$ cat src/rtl/uart_pkg.sv
// uart_pkg: shared types and helpers for the configurable UART receiver.
package uart_pkg;

   typedef enum logic [1:0] {
      PAR_NONE,
      PAR_ODD,
      PAR_EVEN
   } parity_t;

   typedef enum logic [2:0] {
      ST_IDLE,
      ST_START,
      ST_DATA,
      ST_PARITY,
      ST_STOP
   } rx_state_t;

   function automatic logic majority3(input logic a, input logic b, input logic c);
      return (a & b) | (a & c) | (b & c);
   endfunction

endpackage

$ cat src/rtl/uart_rx_sync.sv
// uart_rx_sync: two-flop synchroniser, falling-edge detector and bit decision.
// Define UART_RX_MAJORITY_EN to decide each bit by a 2-of-3 vote instead of a single sample.
module uart_rx_sync
   import uart_pkg::*;
(
   input  logic clk,
   input  logic rst_n,
   input  logic i_rx,
   output logic o_bit,
   output logic o_fall
);

   logic r_sync1;
   logic r_sync2;
   logic r_prev;

   always_ff @(posedge clk) begin
      if (!rst_n) begin
         r_sync1 <= 1'b1;
         r_sync2 <= 1'b1;
         r_prev  <= 1'b1;
      end else begin
         r_sync1 <= i_rx;
         r_sync2 <= r_sync1;
         r_prev  <= r_sync2;
      end
   end

   assign o_fall = r_prev & ~r_sync2;

`ifdef UART_RX_MAJORITY_EN
   // r_sync1 is the value the synchronised line takes next cycle, so the vote
   // around the mid-sample point costs no extra latency.
   assign o_bit = majority3(r_prev, r_sync2, r_sync1);
`else
   assign o_bit = r_sync2;
`endif

endmodule

$ cat src/rtl/uart_rx_cfg.sv
// uart_rx_cfg: configurable UART receiver (data bits, parity, stop bits) with a one-word holding register.
// Optional build macro UART_RX_MAJORITY_EN selects majority-vote bit sampling in uart_rx_sync.
module uart_rx_cfg
   import uart_pkg::*;
#(
   parameter int      CLK_FRE   = 50_000_000,
   parameter int      BAUD_RATE = 57600,
   parameter int      DATA_BITS = 8,
   parameter parity_t PARITY    = PAR_NONE,
   parameter int      STOP_BITS = 1
) (
   input  logic                 clk,
   input  logic                 rst_n,
   input  logic                 rx_pin,
   input  logic                 rx_data_ready,
   output logic [DATA_BITS-1:0] rx_data,
   output logic                 rx_data_valid,
   output logic                 rx_frame_err,
   output logic                 rx_parity_err,
   output logic                 rx_overrun,
   output logic                 rx_busy
);

   localparam int CYCLE = CLK_FRE / BAUD_RATE;
   localparam int CNT_W = $clog2(CYCLE);
   localparam logic [CNT_W-1:0] CNT_MID  = CNT_W'(CYCLE / 2 - 1);
   localparam logic [CNT_W-1:0] CNT_LAST = CNT_W'(CYCLE - 1);
   localparam logic [3:0]       DATA_LAST = 4'(DATA_BITS - 1);
   localparam logic [3:0]       STOP_LAST = 4'(STOP_BITS - 1);

   rx_state_t            r_state;
   logic [CNT_W-1:0]     r_cnt;
   logic [3:0]           r_idx;
   logic [DATA_BITS-1:0] r_shift;
   logic                 r_frameErr;
   logic                 r_parityErr;
   logic                 r_done;
   logic                 r_busy;

   logic w_bit;
   logic w_fall;
   logic w_mid;
   logic w_last;

   uart_rx_sync u_sync (
      .clk    (clk),
      .rst_n  (rst_n),
      .i_rx   (rx_pin),
      .o_bit  (w_bit),
      .o_fall (w_fall)
   );

   assign w_mid  = (r_cnt == CNT_MID);
   assign w_last = (r_cnt == CNT_LAST);

   // Frame FSM: returns to idle at the last stop mid-sample and flags completion for the output stage.
   always_ff @(posedge clk) begin
      if (!rst_n) begin
         r_state     <= ST_IDLE;
         r_cnt       <= '0;
         r_idx       <= '0;
         r_shift     <= '0;
         r_frameErr  <= 1'b0;
         r_parityErr <= 1'b0;
         r_done      <= 1'b0;
         r_busy      <= 1'b0;
      end else begin
         r_done <= 1'b0;
         case (r_state)
            ST_IDLE: begin
               r_cnt <= '0;
               r_idx <= '0;
               if (w_fall) begin
                  r_state     <= ST_START;
                  r_busy      <= 1'b1;
                  r_frameErr  <= 1'b0;
                  r_parityErr <= 1'b0;
               end
            end
            ST_START: begin
               r_cnt <= r_cnt + 1'b1;
               if (w_mid && w_bit) begin
                  r_state <= ST_IDLE;
                  r_busy  <= 1'b0;
                  r_cnt   <= '0;
               end else if (w_last) begin
                  r_cnt   <= '0;
                  r_state <= ST_DATA;
               end
            end
            ST_DATA: begin
               r_cnt <= r_cnt + 1'b1;
               if (w_mid) r_shift <= {w_bit, r_shift[DATA_BITS-1:1]};
               if (w_last) begin
                  r_cnt <= '0;
                  if (r_idx == DATA_LAST) begin
                     r_idx   <= '0;
                     r_state <= (PARITY == PAR_NONE) ? ST_STOP : ST_PARITY;
                  end else begin
                     r_idx <= r_idx + 1'b1;
                  end
               end
            end
            ST_PARITY: begin
               r_cnt <= r_cnt + 1'b1;
               if (w_mid) begin
                  r_parityErr <= (PARITY == PAR_EVEN) ? (w_bit != ^r_shift)
                                                      : (w_bit != ~^r_shift);
               end
               if (w_last) begin
                  r_cnt   <= '0;
                  r_state <= ST_STOP;
               end
            end
            ST_STOP: begin
               r_cnt <= r_cnt + 1'b1;
               if (w_mid && !w_bit) r_frameErr <= 1'b1;
               if (w_mid && (r_idx == STOP_LAST)) begin
                  r_state <= ST_IDLE;
                  r_busy  <= 1'b0;
                  r_done  <= 1'b1;
                  r_cnt   <= '0;
                  r_idx   <= '0;
               end else if (w_last) begin
                  r_cnt <= '0;
                  r_idx <= r_idx + 1'b1;
               end
            end
            default: begin
               r_state <= ST_IDLE;
               r_busy  <= 1'b0;
            end
         endcase
      end
   end

   // Holding register: a completed word is dropped (with an overrun pulse) only if the old one is still unconsumed.
   always_ff @(posedge clk) begin
      if (!rst_n) begin
         rx_data       <= '0;
         rx_data_valid <= 1'b0;
         rx_frame_err  <= 1'b0;
         rx_parity_err <= 1'b0;
         rx_overrun    <= 1'b0;
      end else begin
         rx_overrun <= 1'b0;
         if (r_done && (!rx_data_valid || rx_data_ready)) begin
            rx_data       <= r_shift;
            rx_frame_err  <= r_frameErr;
            rx_parity_err <= r_parityErr;
            rx_data_valid <= 1'b1;
         end else begin
            if (r_done) rx_overrun <= 1'b1;
            if (rx_data_valid && rx_data_ready) rx_data_valid <= 1'b0;
         end
      end
   end

   assign rx_busy = r_busy;

endmodule

$ cat config.mk
export PLATFORM = sky130hd
export DESIGN_NAME = uart_rx_cfg
export DESIGN_NICKNAME = d
export VERILOG_FILES = /design/src/rtl/uart_pkg.sv /design/src/rtl/uart_rx_sync.sv /design/src/rtl/uart_rx_cfg.sv
export SDC_FILE = /design/constraint.sdc
export NUM_CORES = 1
export LEC_CHECK = 0
export ABC_AREA = 1
export ABC_CLOCK_PERIOD_IN_PS = 2950
export BUFFER_PORTS_ARGS = -buffer_cell sky130_fd_sc_hd__buf_2
export CAP_MARGIN = 40
export CORE_MARGIN = 10
export CORE_UTILIZATION = 60
export DETAILED_ROUTE_END_ITERATION = 8
export PLACE_DENSITY = 0.8
export SYNTH_ARGS = -nofsm -noshare
export SYNTH_HDL_FRONTEND = slang
export SYNTH_SLANG_ARGS = --single-unit
$ cat constraint.sdc
create_clock -name clk -period 2.95 [get_ports clk]
set_clock_uncertainty 0.2 [all_clocks]
set_input_delay 0.1475 -clock clk [delete_from_list [all_inputs] [get_ports clk]]
set_output_delay 0.1475 -clock clk [all_outputs]
set_load 0.01 [all_outputs]
==> results.ini <==
[synth]
synthMuxAreaShare = 0
postSynthAreaPerCell_um2 = 7.08
synthCells = 312
yosysSeqAreaShare = 0.399
yosysTopAreaCell = dfxtp_1
synth-compound-area-share = 0.108
synth_top_family_by_area = simple AND/OR/NAND/NOR gates
synthSimpleGateAreaFrac = 0.352
synth_area_leaders = dfxtp_1 40%, nand2_1 9.7%, nand3_1 7.5%
synthAdderAreaFrac = 0.0227
synth-xor-area-share = 0.0357
synth.top_cell.area_share = 0.399
syn-cell-area_um2 = 2210
synth-seq-cells = 44
ys_warn_count = 0
synth_cell_types = 32
synth_nets = 320

[grt]
grt_max_degree = 24
grt_first_pass_wirelength_mm = 7.95
grt_pass1_vias = 1760
grt_antenna_before_repair = 0
grtUsageTotal = 0.149
gr-total-overflow = 0

[hold_path]
min_path_cells = 3
hold_start = rst_n
min_to = u_sync.r_prev
holdCritPathClass = primary input to flip-flop

[pwr]
power.switching_w = 0.000517
switching_share = 0.358
p_comb_frac = 0.285
p_leak_nw = 1.06
clkPwrFrac = 0.248
p_int_w = 0.000929
ir_drop_v = 0.000438
seqPwrFrac = 0.466
powerDensity_nw_per_um2 = 597

[status]
status = complete, no violations

[route]
via_count = 1957
avgViaCountPerCell = 5.19
post_drt_wl_per_cell_um = 12.1
drc = 0
first_iter_violations = 170
drtPass1Iterations = 4
ant_nets = 0
routed_wl_mm = 4.56

[timing]
fin_crit_ns = 2.05
relSlewSlack = 0.527
fmax_ghz = 0.489
hold_violations = 0
tightest_slew_ns = 0.708
finalSetupViolCount = 0
report.final.slew_viol_count = 0
fin_crit_sh = 0.694
fin_ws_ns = 0.903
setup_tns_ns = 0
rsz0062_at_grt = false

[die]
io_pins = 17
dieWidth_um = 80.7
dieArea_um2 = 6510
start_util = 0.642
die_h_um = 80.7
coreArea_um2 = 3440
num_rows = 21

[layout]
instances_no_fill = 377
diodes = 0
nNetsFinal = 339
fillers = 305
finalCoreUtilization = 0.704
final_layout_size_suffix_gt1_frac = 0.154
syn_to_final_growth_pct = 9.68

[critical_path]
r2r_end = r_idx[2]
r2r_start = r_cnt[0]
cp.required_ns = 2.98
cp-end-kind = flip-flop
crit_buf_inv = 2
rr_worst_depth = 9
crit_fanout = 13
worstPathCellList = ha_1, nand3_1, inv_1, nand3_1, a21oi_1, nand2_1, inv_2, nand2_1, a21oi_1
critical_path_class = flip-flop to flip-flop
slowest_stage = dfxtp_1
cp.arrival_ns = 2.07
reg2reg_slack_ns = 0.90
critPathTopFamily = simple AND/OR/NAND/NOR gates
slowest_delay_ns = 0.39
crit_path_start_kind = flip-flop

[run]
maxCapViolCount = 0

[placed_design]
dpl.cell_count = 368
dp_worst_setup_slack_ns = 0.951
dp_hpwl_mm = 3.25
place.gp.congestion = 0.860
portBuffers = 16

[clock_network]
post-cts-setup-buffers = 0
cts.clk_slew.worst_paths_ns = 0.08
cts_resized = 0
cts_buffers = 5
clock_sinks = 44
cts_tree = built
clk_latency_ns = 0.29
cts.htree.levels = 2
clk_path_buf_depth = 2
root_buffer = clkbuf_8

==> stage by stage <==
stage,hold WS [ns],area (µm²),power [W]
after CTS,0.0983,2420,0.00146
after floorplan,0.0382,2210,0.00103
after global routing,0.124,2420,0.00155
after global placement,0.132,2320,0.00109
after detailed placement,0.136,2320,0.00110
final,0.112,2420,0.00145
==> metal layers <==
layer  vias to the layer above  GRT usage  share of wire
met2                        43      0.222           0.43
met4                         0     0.0484         0.0064
met5                         -          0              0
met1                       872      0.203           0.51
li1                       1038          -              -
met3                         4     0.0401          0.056
==> worst min-delay path: stages <==
cell and delay (ns):
buf_2 0.10, buf_4 0.21, nand2_1 0.11
==> final cells by class <==
class	instances	area, µm²	area share
Multi-Input combinational cell	222	1150	0.473
Sequential cell	44	881	0.363
Inverter	38	143	0.0589
Timing Repair Buffer	20	115	0.0475
Clock buffer	5	68.8	0.0284
Tap cell	46	57.6	0.0237
Clock inverter	2	12.5	0.00516
==> worst max path at each step <==
stage	cells past startpoint	startpoint	endpoint	slack, ns
after floorplan	9	r_idx[0]	rx_busy	1.31
after global placement	10	r_cnt[0]	r_idx[3]	1.00
after detailed placement	10	r_cnt[1]	r_idx[3]	0.95
after CTS	9	r_cnt[0]	r_idx[2]	0.92
after global routing	9	r_cnt[0]	r_idx[2]	0.67
final	9	r_cnt[0]	r_idx[2]	0.90
==> kinds of logic after synthesis <==
group | after synthesis
and+or+nand+nor | 163
AOI/OAI and AO/OA | 46
buffers and inverters | 46
DFF | 44
xor gates and xnor gates | 9
adders and majority gates | 4
==> repair_timing <==
item / 4_1_cts / 5_1_grt
setup endpoints to repair: 0 / 0
hold buffers: 2 / 0
hold endpoints to repair: 2 / 0
==> Yosys cell counts <==
cell type  instances
nand3_2            1
a21oi_1           24
o31ai_1            1
xor2_1             5
o21ai_0           15
nor3_4             1
ha_1               4
nor2_1            42
o21a_1             1
nor2_2             5
nand3_1           33
nand3b_1           4
nand2_4            1
nor3b_2            1
nor3_1             3
nand2_1           57
nand2_2            6
nand3_4            1
inv_1             32
buf_2              2
nor4_1             1
o21ai_1            4
buf_6              1
nor2_4             2
o21ai_2            1
or2_2              2
clkinv_1           1
clkbuf_1           5
dfxtp_1           44
nand4_1            3
inv_2              5
xnor2_1            4
==> power groups by stage <==
stage	combinational, W	sequential (W)	clock [W]
floorplan	0.000353	0.000681	0
global placement	0.000408	0.000685	0
detailed placement	0.000412	0.000686	0
CTS	0.000415	0.000672	0.000370
global route	0.000473	0.000681	0.000394
finish	0.000412	0.000674	0.000359
==> cells in the final DEF (no fill, tap or decap) <==
cell	count
or2_2	2
a21oi_1	24
nor4_1	1
buf_4	2
clkbuf_8	5
nor3_1	3
o31ai_1	1
nand2_1	57
clkinv_1	1
o21ai_2	1
dfxtp_1	44
dlygate4sd3_1	2
clkinvlp_4	1
inv_2	5
o21a_1	1
o21ai_0	15
nand3b_1	4
clkinv_2	1
nor3b_2	1
nor2_1	42
buf_2	16
nand3_2	1
xnor2_1	4
nand3_4	1
nor2_4	2
xor2_1	5
nand3_1	33
nor2_2	5
nand4_1	3
inv_1	32
nor3_4	1
nand2_4	1
nand2_2	6
ha_1	4
o21ai_1	4
==> sequential cells by signal, indices dropped and copies added (netlist names) <==
signal	flops
rx_overrun	1
r_frameErr	1
u_sync.r_sync1	1
r_parityErr	1
rx_parity_err	1
r_state	3
rx_frame_err	1
rx_busy	1
u_sync.r_prev	1
r_shift	8
rx_data_valid	1
u_sync.o_bit	1
r_cnt	10
r_idx	4
rx_data	8
r_done	1
(Power assumes the default switching activity.)
